[src/rtl/mips_pkg.sv]
// Shared constants and encodings for the iterative multiply/divide unit.
// Holds the default widths, the operation codes and the sequencer states.
package mips_pkg;

  localparam int XLEN = 32;
  localparam int ITER = 32;

  typedef enum logic [1:0] {
    OP_MULT  = 2'b00,
    OP_MULTU = 2'b01,
    OP_DIV   = 2'b10,
    OP_DIVU  = 2'b11
  } op_e;

  typedef enum logic [1:0] {
    ST_IDLE = 2'b00,
    ST_RUN  = 2'b01,
    ST_FIX  = 2'b10
  } state_e;

endpackage

[src/rtl/muldiv_unit_if.sv]
// Execute-stage handshake and HI/LO bus between the pipeline and the multiply/divide unit.
// The pipeline side uses the master modport; the unit uses the slave modport.
interface muldiv_unit_if import mips_pkg::*; #(
  parameter int XLEN = mips_pkg::XLEN
);
  logic            StartE;
  logic [1:0]      OpE;
  logic [XLEN-1:0] SrcAE;
  logic [XLEN-1:0] SrcBE;
  logic            WeHiE;
  logic            WeLoE;
  logic [XLEN-1:0] WdataE;
  logic            HiLoAccessD;
  logic [XLEN-1:0] Hi;
  logic [XLEN-1:0] Lo;
  logic            Busy;
  logic            StallD;

  modport master (
    output StartE, OpE, SrcAE, SrcBE, WeHiE, WeLoE, WdataE, HiLoAccessD,
    input  Hi, Lo, Busy, StallD
  );

  modport slave (
    input  StartE, OpE, SrcAE, SrcBE, WeHiE, WeLoE, WdataE, HiLoAccessD,
    output Hi, Lo, Busy, StallD
  );
endinterface

[src/rtl/muldiv_step.sv]
// One iteration of the unsigned datapath: shift-add for multiply, restoring
// shift-subtract for divide. {hi,lo} is the running accumulator.
module muldiv_step #(
  parameter int XLEN = 32
) (
  input  logic            is_div,
  input  logic [XLEN-1:0] hi,
  input  logic [XLEN-1:0] lo,
  input  logic [XLEN-1:0] opnd,
  output logic [XLEN-1:0] hi_nxt,
  output logic [XLEN-1:0] lo_nxt
);
  logic [XLEN:0] sum;
  logic [XLEN:0] shifted;
  logic [XLEN:0] diff;

  always_comb begin
    hi_nxt  = hi;
    lo_nxt  = lo;
    sum     = {1'b0, hi} + (lo[0] ? {1'b0, opnd} : '0);
    shifted = {hi, lo[XLEN-1]};
    // Partial remainder stays below the divisor, so bit XLEN of diff is a true borrow.
    diff    = shifted - {1'b0, opnd};
    if (is_div) begin
      if (!diff[XLEN]) begin
        hi_nxt = diff[XLEN-1:0];
        lo_nxt = {lo[XLEN-2:0], 1'b1};
      end else begin
        hi_nxt = shifted[XLEN-1:0];
        lo_nxt = {lo[XLEN-2:0], 1'b0};
      end
    end else begin
      hi_nxt = sum[XLEN:1];
      lo_nxt = {sum[0], lo[XLEN-1:1]};
    end
  end
endmodule

[src/rtl/muldiv_unit.sv]
// Iterative MIPS-style multiply/divide unit owning the architectural HI/LO registers.
// Operates on magnitudes for ITER cycles, then applies sign correction in one fix-up cycle.
module muldiv_unit import mips_pkg::*; #(
  parameter int XLEN = mips_pkg::XLEN,
  parameter int ITER = mips_pkg::ITER
) (
  input logic          clk,
  input logic          reset,
  muldiv_unit_if.slave bus
);
  localparam int             CW       = (ITER > 1) ? $clog2(ITER) : 1;
  localparam logic [CW-1:0]  CNT_LOAD = CW'(ITER - 1);

  state_e          state_q, state_d;
  logic [CW-1:0]   cnt_q, cnt_d;
  logic [XLEN-1:0] acc_hi_q, acc_hi_d, acc_lo_q, acc_lo_d, opnd_q, opnd_d;
  logic [XLEN-1:0] hi_q, hi_d, lo_q, lo_d;
  logic            is_div_q, is_div_d, neg_res_q, neg_res_d;
  logic            neg_rem_q, neg_rem_d, div_zero_q, div_zero_d;

  logic [XLEN-1:0]   step_hi, step_lo, mag_a, mag_b, quo_fix, rem_fix;
  logic [2*XLEN-1:0] prod_fix;
  logic              signed_op, sgn_a, sgn_b;

  muldiv_step #(.XLEN(XLEN)) u_step (
    .is_div (is_div_q),
    .hi     (acc_hi_q),
    .lo     (acc_lo_q),
    .opnd   (opnd_q),
    .hi_nxt (step_hi),
    .lo_nxt (step_lo)
  );

  always_comb begin
    signed_op = (bus.OpE == OP_MULT) || (bus.OpE == OP_DIV);
    sgn_a     = signed_op & bus.SrcAE[XLEN-1];
    sgn_b     = signed_op & bus.SrcBE[XLEN-1];
    mag_a     = sgn_a ? -bus.SrcAE : bus.SrcAE;
    mag_b     = sgn_b ? -bus.SrcBE : bus.SrcBE;
    prod_fix  = neg_res_q ? -{acc_hi_q, acc_lo_q} : {acc_hi_q, acc_lo_q};
    // Divide by zero: remainder already equals the dividend, quotient is forced to all ones.
    quo_fix   = div_zero_q ? '1 : (neg_res_q ? -acc_lo_q : acc_lo_q);
    rem_fix   = neg_rem_q ? -acc_hi_q : acc_hi_q;
  end

  always_comb begin
    state_d    = state_q;
    cnt_d      = cnt_q;
    acc_hi_d   = acc_hi_q;
    acc_lo_d   = acc_lo_q;
    opnd_d     = opnd_q;
    hi_d       = hi_q;
    lo_d       = lo_q;
    is_div_d   = is_div_q;
    neg_res_d  = neg_res_q;
    neg_rem_d  = neg_rem_q;
    div_zero_d = div_zero_q;
    case (state_q)
      ST_IDLE: begin
        if (bus.StartE) begin
          state_d    = ST_RUN;
          cnt_d      = CNT_LOAD;
          is_div_d   = (bus.OpE == OP_DIV) || (bus.OpE == OP_DIVU);
          acc_hi_d   = '0;
          acc_lo_d   = mag_a;
          opnd_d     = mag_b;
          neg_res_d  = sgn_a ^ sgn_b;
          neg_rem_d  = sgn_a;
          div_zero_d = is_div_d && (bus.SrcBE == '0);
        end else begin
          if (bus.WeHiE) hi_d = bus.WdataE;
          if (bus.WeLoE) lo_d = bus.WdataE;
        end
      end
      ST_RUN: begin
        acc_hi_d = step_hi;
        acc_lo_d = step_lo;
        if (cnt_q == '0) state_d = ST_FIX;
        else             cnt_d   = cnt_q - 1'b1;
      end
      ST_FIX: begin
        state_d = ST_IDLE;
        if (is_div_q) begin
          hi_d = rem_fix;
          lo_d = quo_fix;
        end else begin
          {hi_d, lo_d} = prod_fix;
        end
      end
      default: state_d = ST_IDLE;
    endcase
  end

  always_ff @(posedge clk or posedge reset) begin
    if (reset) begin
      state_q    <= ST_IDLE;
      cnt_q      <= '0;
      acc_hi_q   <= '0;
      acc_lo_q   <= '0;
      opnd_q     <= '0;
      hi_q       <= '0;
      lo_q       <= '0;
      is_div_q   <= 1'b0;
      neg_res_q  <= 1'b0;
      neg_rem_q  <= 1'b0;
      div_zero_q <= 1'b0;
    end else begin
      state_q    <= state_d;
      cnt_q      <= cnt_d;
      acc_hi_q   <= acc_hi_d;
      acc_lo_q   <= acc_lo_d;
      opnd_q     <= opnd_d;
      hi_q       <= hi_d;
      lo_q       <= lo_d;
      is_div_q   <= is_div_d;
      neg_res_q  <= neg_res_d;
      neg_rem_q  <= neg_rem_d;
      div_zero_q <= div_zero_d;
    end
  end

  assign bus.Hi     = hi_q;
  assign bus.Lo     = lo_q;
  assign bus.Busy   = (state_q != ST_IDLE);
  assign bus.StallD = bus.Busy & bus.HiLoAccessD;
endmodule
[src/flat_wrapper.sv]
// flat-port wrapper written by rule: the top's interface ports become plain ports
module muldiv_unit_flat import mips_pkg::*;
#(
  parameter int XLEN = mips_pkg::XLEN,
  parameter int ITER = mips_pkg::ITER
)
  (clk, reset, bus_StartE, bus_OpE, bus_SrcAE, bus_SrcBE, bus_WeHiE, bus_WeLoE, bus_WdataE, bus_HiLoAccessD, bus_Hi, bus_Lo, bus_Busy, bus_StallD);
  muldiv_unit_if #(.XLEN(XLEN)) bus_i ();
  input logic clk;
  input logic reset;
  input wire logic [$bits(bus_i.StartE)-1:0] bus_StartE;
  input wire logic [$bits(bus_i.OpE)-1:0] bus_OpE;
  input wire logic [$bits(bus_i.SrcAE)-1:0] bus_SrcAE;
  input wire logic [$bits(bus_i.SrcBE)-1:0] bus_SrcBE;
  input wire logic [$bits(bus_i.WeHiE)-1:0] bus_WeHiE;
  input wire logic [$bits(bus_i.WeLoE)-1:0] bus_WeLoE;
  input wire logic [$bits(bus_i.WdataE)-1:0] bus_WdataE;
  input wire logic [$bits(bus_i.HiLoAccessD)-1:0] bus_HiLoAccessD;
  output wire logic [$bits(bus_i.Hi)-1:0] bus_Hi;
  output wire logic [$bits(bus_i.Lo)-1:0] bus_Lo;
  output wire logic [$bits(bus_i.Busy)-1:0] bus_Busy;
  output wire logic [$bits(bus_i.StallD)-1:0] bus_StallD;
  assign bus_i.StartE = bus_StartE;
  assign bus_i.OpE = bus_OpE;
  assign bus_i.SrcAE = bus_SrcAE;
  assign bus_i.SrcBE = bus_SrcBE;
  assign bus_i.WeHiE = bus_WeHiE;
  assign bus_i.WeLoE = bus_WeLoE;
  assign bus_i.WdataE = bus_WdataE;
  assign bus_i.HiLoAccessD = bus_HiLoAccessD;
  assign bus_Hi = bus_i.Hi;
  assign bus_Lo = bus_i.Lo;
  assign bus_Busy = bus_i.Busy;
  assign bus_StallD = bus_i.StallD;
  muldiv_unit #(.XLEN(XLEN), .ITER(ITER)) u_core (.clk(clk), .reset(reset), .bus(bus_i));
endmodule
[config.mk]
export PLATFORM = sky130hd
export DESIGN_NAME = muldiv_unit_flat
export DESIGN_NICKNAME = d
export VERILOG_FILES = /design/src/rtl/mips_pkg.sv /design/src/rtl/muldiv_unit_if.sv /design/src/rtl/muldiv_step.sv /design/src/rtl/muldiv_unit.sv /design/src/flat_wrapper.sv
export SDC_FILE = /design/constraint.sdc
export NUM_CORES = 1
export LEC_CHECK = 0
export BUFFER_PORTS_ARGS = -buffer_cell sky130_fd_sc_hd__buf_2
export CORE_MARGIN = 2
export CORE_UTILIZATION = 59
export DETAILED_ROUTE_END_ITERATION = 8
export PLACE_DENSITY_LB_ADDON = 0.25
export RECOVER_POWER = 25
export SYNTH_ARGS = -nofsm -noshare
export SYNTH_HDL_FRONTEND = slang
export SYNTH_HIERARCHICAL = 1
export SYNTH_SLANG_ARGS = --single-unit
export TNS_END_PERCENT = 10
[constraint.sdc]
create_clock -name clk -period 11.7 [get_ports clk]
set_input_delay 1.17 -clock clk [delete_from_list [all_inputs] [get_ports clk]]
set_output_delay 1.17 -clock clk [all_outputs]
set_load 0.05 [all_outputs]
=== Word level (Yosys, flattened, before mapping) ===
Cells that the tools add are included.

* Register bits: 171

* Add/subtract/negate cells: 8
* Equal/unequal tests: 10
* Muxes and demuxes: 29
* Bitwise operators: 4
* Reduce and logical (&&, ||, !) cells: 16

{| class="wikitable"
|+ Operators with widths
! cell !! count
|-
| 2-to-1 mux 32 bit || 17
|-
| case mux 32 bit (2 select lines) || 4
|-
| negation 32 bit || 4
|-
| 2-to-1 mux 64 bit || 1
|-
| negation 64 bit || 1
|-
| adder 32 x 33 -> 33 bit || 1
|-
| subtractor 33 x 32 -> 33 bit || 1
|-
| logical NOT 32 bit || 1
|-
| 2-to-1 mux 5 bit || 2
|-
| != test 2 bit (second input constant) || 5
|-
| case mux 5 bit (2 select lines) || 1
|-
| AND reduction 3 bit || 3
|-
| equality test 2 bit (second input constant) || 3
|-
| AND reduction 2 bit || 3
|-
| nonzero test 2 bit || 3
|-
| logical NOT 5 bit || 1
|-
| subtractor 5 x 1 -> 5 bit (second input constant) || 1
|-
| logical NOT 2 bit || 2
|-
| 2-to-1 mux 2 bit || 2
|-
| case mux 2 bit (2 select lines) || 1
|-
| AND 1 bit || 3
|-
| equality test 2 x 1 -> 1 bit (second input constant) || 1
|-
| logical OR 1 bit || 2
|-
| != test 2 x 1 -> 1 bit (second input constant) || 1
|-
| other kinds (3) || 3
|}

=== Depth between registers and ports, before layout ===
* Depth in word-level cells: 6
* Mapped depth: 15
* Mapped depth without buffers: 14

=== Cells and area by module ===
The synthesis kept the hierarchy.

{| class="wikitable"
|+ Modules (own cells, without submodules)
! module !! times used !! cells an instance !! area each (µm²)
|-
| muldiv_unit || 1 || 1,177 || 10,304.9
|-
| muldiv_step || 1 || 688 || 4,820.9
|}

=== Least setup slack after synthesis ===
OpenSTA, ideal clock, no wires.

* Path kind: register to register
* Start: reg u_core.acc_lo_q[0]
* End: reg u_core.acc_hi_q[31]
* Library setup time: 0.121 ns
* Arrival time: 3.241 ns
* Required time: 11.579 ns
* Slack: 8.338 ns
* Cell stages (with the launch flop): 15
* Path buffers: 1
* Period minus slack after synthesis: 3.362 ns
* Path through: dfrtp_1 -> clkbuf_1 -> and2_1 -> ha_1 -> fa_1 -> a211oi_2 -> o21a_1 -> o21bai_1 -> a2111oi_2 -> nor3_1 -> o41ai_2 -> nor2_1 -> a2111oi_0 -> a21oi_1 -> a22o_1

* Cells in the longest elaborated chain, start to end: 4

{| class="wikitable"
|+ Ends and longest elaborated chain
! item !! RTL line !! RTL
|-
| start, declared || muldiv_unit.sv:16 || <nowiki>logic [XLEN-1:0] acc_hi_q, acc_hi_d, acc_lo_q, acc_lo_d, opnd_q, opnd_d;</nowiki>
|-
| start signal, assigned || muldiv_unit.sv:111 || <nowiki>acc_lo_q <= acc_lo_d;</nowiki>
|-
| 2-to-1 mux 32 bit || muldiv_step.sv:20 || <nowiki>sum = {1'b0, hi} + (lo[0] ? {1'b0, opnd} : '0);</nowiki>
|-
| adder 32 x 33 -> 33 bit || muldiv_step.sv:20 ||
|-
| 2-to-1 mux 32 bit || muldiv_step.sv:24 || <nowiki>if (is_div) begin</nowiki>
|-
| net u_core.step_hi[31] || muldiv_unit.sv:21 || <nowiki>logic [XLEN-1:0] step_hi, step_lo, mag_a, mag_b, quo_fix, rem_fix;</nowiki>
|-
| case mux 32 bit (2 select lines) || muldiv_unit.sv:58 || <nowiki>case (state_q)</nowiki>
|-
| end signal, assigned || muldiv_unit.sv:110 || <nowiki>acc_hi_q <= acc_hi_d;</nowiki>
|-
| end, declared || muldiv_unit.sv:16 ||
|}

The timed path passes the listed nets, and every way through them passes these cells.
A chain may end at the register's enable or synchronous reset.

==> results_tabular.tex <==
\begin{tabular}{lr}
\hline
Metric & Value \\
\hline
\multicolumn{2}{l}{\textbf{Setup path}} \\
\quad Critical path required time & roughly 12000 ps \\
\quad Worst-case reg-to-reg path depth & 14 \\
\quad Critical Path Fanout Max & 97 \\
\quad Startpoint class of the critical path & input port \\
\quad Reg2reg setup slack & $\sim$7600 ps \\
\quad CP Capture Point & u\_core/is\_div\_q \\
\quad CP endpoint kind & async pin \\
\quad Critical Path Source & reset \\
\quad Start-to-end type of the worst setup path & in -> async \\
\quad Data arrival time of the critical path & about 4800 ps \\
\quad Reg2Reg Launch Point & u\_core/acc\_lo\_q[31] \\
\quad Worst r2r dst & u\_core/acc\_hi\_q[16] \\
\multicolumn{2}{l}{\textbf{Floorplanning}} \\
\quad Total number of placement rows & a little under 60 \\
\quad Ports placed on the boundary & 170 \\
\quad Placeable core region & 25200 sq um \\
\quad Die Ht & 164 microns \\
\quad Die span in x & $\sim$160 microns \\
\quad Initial core utilization & 60.1\% \\
\quad Floorplan die area & $\sim$27000 sq um \\
\multicolumn{2}{l}{\textbf{Clock network}} \\
\quad Number of buffers inserted during clock tree synthesis & 17 \\
\quad Clock insertion delay at the later pin of the skew report & 450 ps \\
\quad Clock tree from TritonCTS & built \\
\quad Deepest clock path buffer count & 2 \\
\quad Clock-pin slew of the registers on the worst-case setup and hold paths & approximately 80 ps \\
\quad CTS Root Cell & sky130\_fd\_sc\_hd\_\_clkbuf\_16 \\
\quad Post-CTS setup buffer count & 0 \\
\quad Clock sinks & 171 \\
\quad Gates resized, CTS repair & 0 \\
\quad H-tree lvl count & 4 \\
\quad Number of buffers inserted for hold repair after clock tree synthesis & 0 \\
\multicolumn{2}{l}{\textbf{Synthesis}} \\
\quad Top post-synthesis cells by count & 213 x sky130\_fd\_sc\_hd\_\_nand2\_1, 171 x sky130\_fd\_sc\_hd\_\_dfrtp\_1, 145 x sky130\_fd\_sc\_hd\_\_a21oi\_1 \\
\quad Most frequent cell after synthesis & sky130\_fd\_sc\_hd\_\_nand2\_1 \\
\quad Cell type contributing the most total cell area after synthesis & sky130\_fd\_sc\_hd\_\_dfrtp\_1 \\
\quad Netlist area before placement & roughly 15000 sq um \\
\quad Sequential-to-total area share from yosys stat & $\sim$28\% \\
\quad Number of standard cells after synthesis & $\sim$1900 \\
\quad Mean instance size in the synthesized netlist & between 8 and 9 sq um \\
\quad Number of distinct standard cells referenced by the synthesized netlist & 86 \\
\quad Post-synthesis sequential element count & $\sim$170 \\
\quad Top cells by area in the synthesized netlist & sky130\_fd\_sc\_hd\_\_dfrtp\_1 28\%, sky130\_fd\_sc\_hd\_\_ha\_1 5.8\%, sky130\_fd\_sc\_hd\_\_nand2\_1 5.3\% \\
\quad Net count after synthesis & between 2000 and 2500 \\
\quad Most instantiated flip-flop cell in the synthesis netlist & sky130\_fd\_sc\_hd\_\_dfrtp\_1 \\
\quad Yosys warnings & 6 \\
\quad Fraction of synthesized cell area taken by the top area cell type & about 28\% \\
\quad Number of synthesized flops with an enable pin & 0 \\
\quad Fraction of synthesis flops using an asynchronous set or reset pin & between 90\% and 100\% \\
\multicolumn{2}{l}{\textbf{Run status}} \\
\quad Failing checks & capacitance limit, slew limit \\
\quad Result of the run & finished, violations left \\
\multicolumn{2}{l}{\textbf{Timing}} \\
\quad Slew headroom & -191\% \\
\quad Setup repair after global routing missed its margin & false \\
\quad Highest Clock Rate & 226 MHz \\
\quad Actual transition at the worst max-transition pin & between 4000 and 5000 ps \\
\quad Hold Violations, Final & 0 \\
\quad Time the final worst path needs with I/O delays and setup & around 4400 ps \\
\quad Setup total negative slack & 0 ps \\
\quad Portion of the clock cycle consumed by the worst path in the final layout & a little under two fifths \\
\quad Final setup vio count & 0 \\
\quad Count of final max-slew check failures & between 90 and 100 \\
\quad Clock Skews & between 15 and 20 ps \\
\multicolumn{2}{l}{\textbf{Placement}} \\
\quad Global placement routability congestion & approximately 0.95 \\
\quad Estimated wirelength of the detail-placed design & 35.1 mm \\
\quad Port Buffer Count & between 150 and 200 \\
\quad Instance area at placement & 16100 sq um \\
\multicolumn{2}{l}{\textbf{GRT}} \\
\quad Pin count of the biggest net entering global routing & slightly below 100 \\
\quad Aggregate global routing overflow & 0 \\
\quad Vias in the first global route & between 10000 and 15000 \\
\quad Global routing usage summed across all routing layers & a little over a third \\
\quad First-pass GRT wire length & approximately 77 mm \\
\quad Number of antenna violations at the first check in global routing & 0 \\
\multicolumn{2}{l}{\textbf{Power and ir drop}} \\
\quad Net Sw Frac & 54.4\% \\
\quad Psw & 3.29 mW \\
\quad Internal Pwr Total & around 2.8 mW \\
\quad Clk network pwr share & 9.6\% \\
\quad PwrDens & 364 nW/um\^{}2 \\
\quad Relative contribution of combinational cells to total power & between 60\% and 70\% \\
\quad Peak supply drop & roughly 0.19 mV \\
\quad Fraction of power consumed by sequential logic & roughly 22\% \\
\quad Leakage power & just over 7 nW \\
\multicolumn{2}{l}{\textbf{Layout}} \\
\quad Diodes inserted & 0 \\
\quad Relative area change from synthesis to final layout & 10.1\% \\
\quad Fraction of layout cells with a size suffix above 1 & 15.0\% \\
\quad Fill count & around 2200 \\
\quad Layout Nets & $\sim$2100 \\
\quad Layout Cell Area excl Fill & around 17000 sq um \\
\multicolumn{2}{l}{\textbf{Route}} \\
\quad Via-to-Cell Ratio & approximately 6.7 \\
\quad Detailed router's first-iteration violation count & roughly 2100 \\
\quad Remaining antenna violation count & 0 \\
\quad Routed WL per cell & between 20 and 25 microns \\
\quad Final WL & 48.4 mm \\
\quad First-pass DRT Iterations & 7 \\
\quad Overall via count from detail\_route & about 15000 \\
\quad Remaining DRCs & 0 \\
\multicolumn{2}{l}{\textbf{Min path}} \\
\quad Hold Crit Class & reg -> reg \\
\quad Worst hold path stage count & 1 \\
\multicolumn{2}{l}{\textbf{Job}} \\
\quad Max-Cap Viols & 1 \\
\hline
\end{tabular}
state kept, by name (all words and copies together), names as in the netlist:
| register | cells |
|---|---|
| u_core/opnd_q | 32 |
| u_core/acc_hi_q | 32 |
| u_core/cnt_q | 5 |
| u_core/bus.Lo | 32 |
| u_core/bus.Hi | 32 |
| u_core/neg_rem_q | 1 |
| u_core/state_q | 2 |
| u_core/acc_lo_q | 32 |
| u_core/neg_res_q | 1 |
| u_core/is_div_q | 1 |
| u_core/div_zero_q | 1 |
worst max-delay path, stage by stage:
cell and delay, ps:
sky130_fd_sc_hd__buf_2 100, sky130_fd_sc_hd__clkinvlp_2 2370, sky130_fd_sc_hd__buf_4 1030
power groups by stage:
| stage | clock network (mW) | logic, mW | registers, mW |
|---|---|---|---|
| 2_1_floorplan | 0 | 2.95 | 1.44 |
| 3_3_place_gp | 0 | 3.90 | 1.33 |
| 3_5_place_dp | 0 | 3.98 | 1.34 |
| 4_1_cts | 0.588 | 4.02 | 1.33 |
| 5_1_grt | 0.617 | 4.47 | 1.39 |
| 6_report | 0.581 | 4.12 | 1.36 |
logic make-up (layout without fill, tap and decap cells):
logic type,Yosys count,in the layout,share of synthesized area [%]
multiplexers,54,54,3.90
AND/OR/NAND/NOR,605,605,19.6
adder cells (fa/ha/maj),72,72,6.06
flip-flops,171,171,28.3
buffers and inverters,170,277,4.62
XOR/XNOR,168,168,9.73
AO/OA/AOI/OAI,625,625,27.8
final cells by class:
| type | instances | area, sq um | share of cell area [%] |
|---|---|---|---|
| Clock inverter | 14 | 173 | 1.04 |
| Tap cell | 330 | 413 | 2.48 |
| Sequential cell | 171 | 4280 | 25.7 |
| Inverter | 63 | 238 | 1.43 |
| Multi-Input combinational cell | 1524 | 10200 | 61.1 |
| Timing Repair Buffer | 182 | 937 | 5.63 |
| Clock buffer | 18 | 429 | 2.58 |
layout by cell type (no fill, tap or decap), types with 38 or more instances in the layout:
cell type	count
sky130_fd_sc_hd__inv_1	60
sky130_fd_sc_hd__buf_2	164
sky130_fd_sc_hd__nand2_1	211
sky130_fd_sc_hd__mux2_2	39
sky130_fd_sc_hd__nor3_1	41
sky130_fd_sc_hd__a21oi_1	144
sky130_fd_sc_hd__and2_1	38
sky130_fd_sc_hd__nand3_1	40
sky130_fd_sc_hd__xnor2_1	77
sky130_fd_sc_hd__nor2_1	106
sky130_fd_sc_hd__xor2_1	91
sky130_fd_sc_hd__dfrtp_1	170
sky130_fd_sc_hd__o21ai_0	125
sky130_fd_sc_hd__ha_1	70
worst min path at each step:
stage / start / endpoint / slack, ps
global placement: u_core/cnt_q[0] / u_core/cnt_q[0] / 480
global route: u_core/cnt_q[0] / u_core/cnt_q[0] / 520
CTS: u_core/cnt_q[0] / u_core/cnt_q[0] / 500
detailed placement: u_core/cnt_q[0] / u_core/cnt_q[0] / 490
floorplan: u_core/div_zero_q / u_core/div_zero_q / 450
finish: u_core/cnt_q[0] / u_core/cnt_q[0] / 500
stage by stage:
stage	hold slack, ps	setup slack [ps]	std cells	power (mW)	util [%]
3_5_place_dp	492	7790	2270	5.32	63.8
3_3_place_gp	483	7870	2270	5.24	63.8
6_report	502	7270	2302	6.06	66.1
4_1_cts	504	7780	2302	5.94	66.2
2_1_floorplan	450	5900	1865	4.39	-
5_1_grt	518	6520	2302	6.47	66.1
layer usage:
layer	wire length (microns)	GRT usage (%)	part of all wire (%)
met3	4800	5.56	9.9
met1	21000	53.2	43
met2	21400	54.9	44
met5	0	0	0
met4	1160	10.9	2.4
No activity file was read; power rests on OpenSTA's default activity.
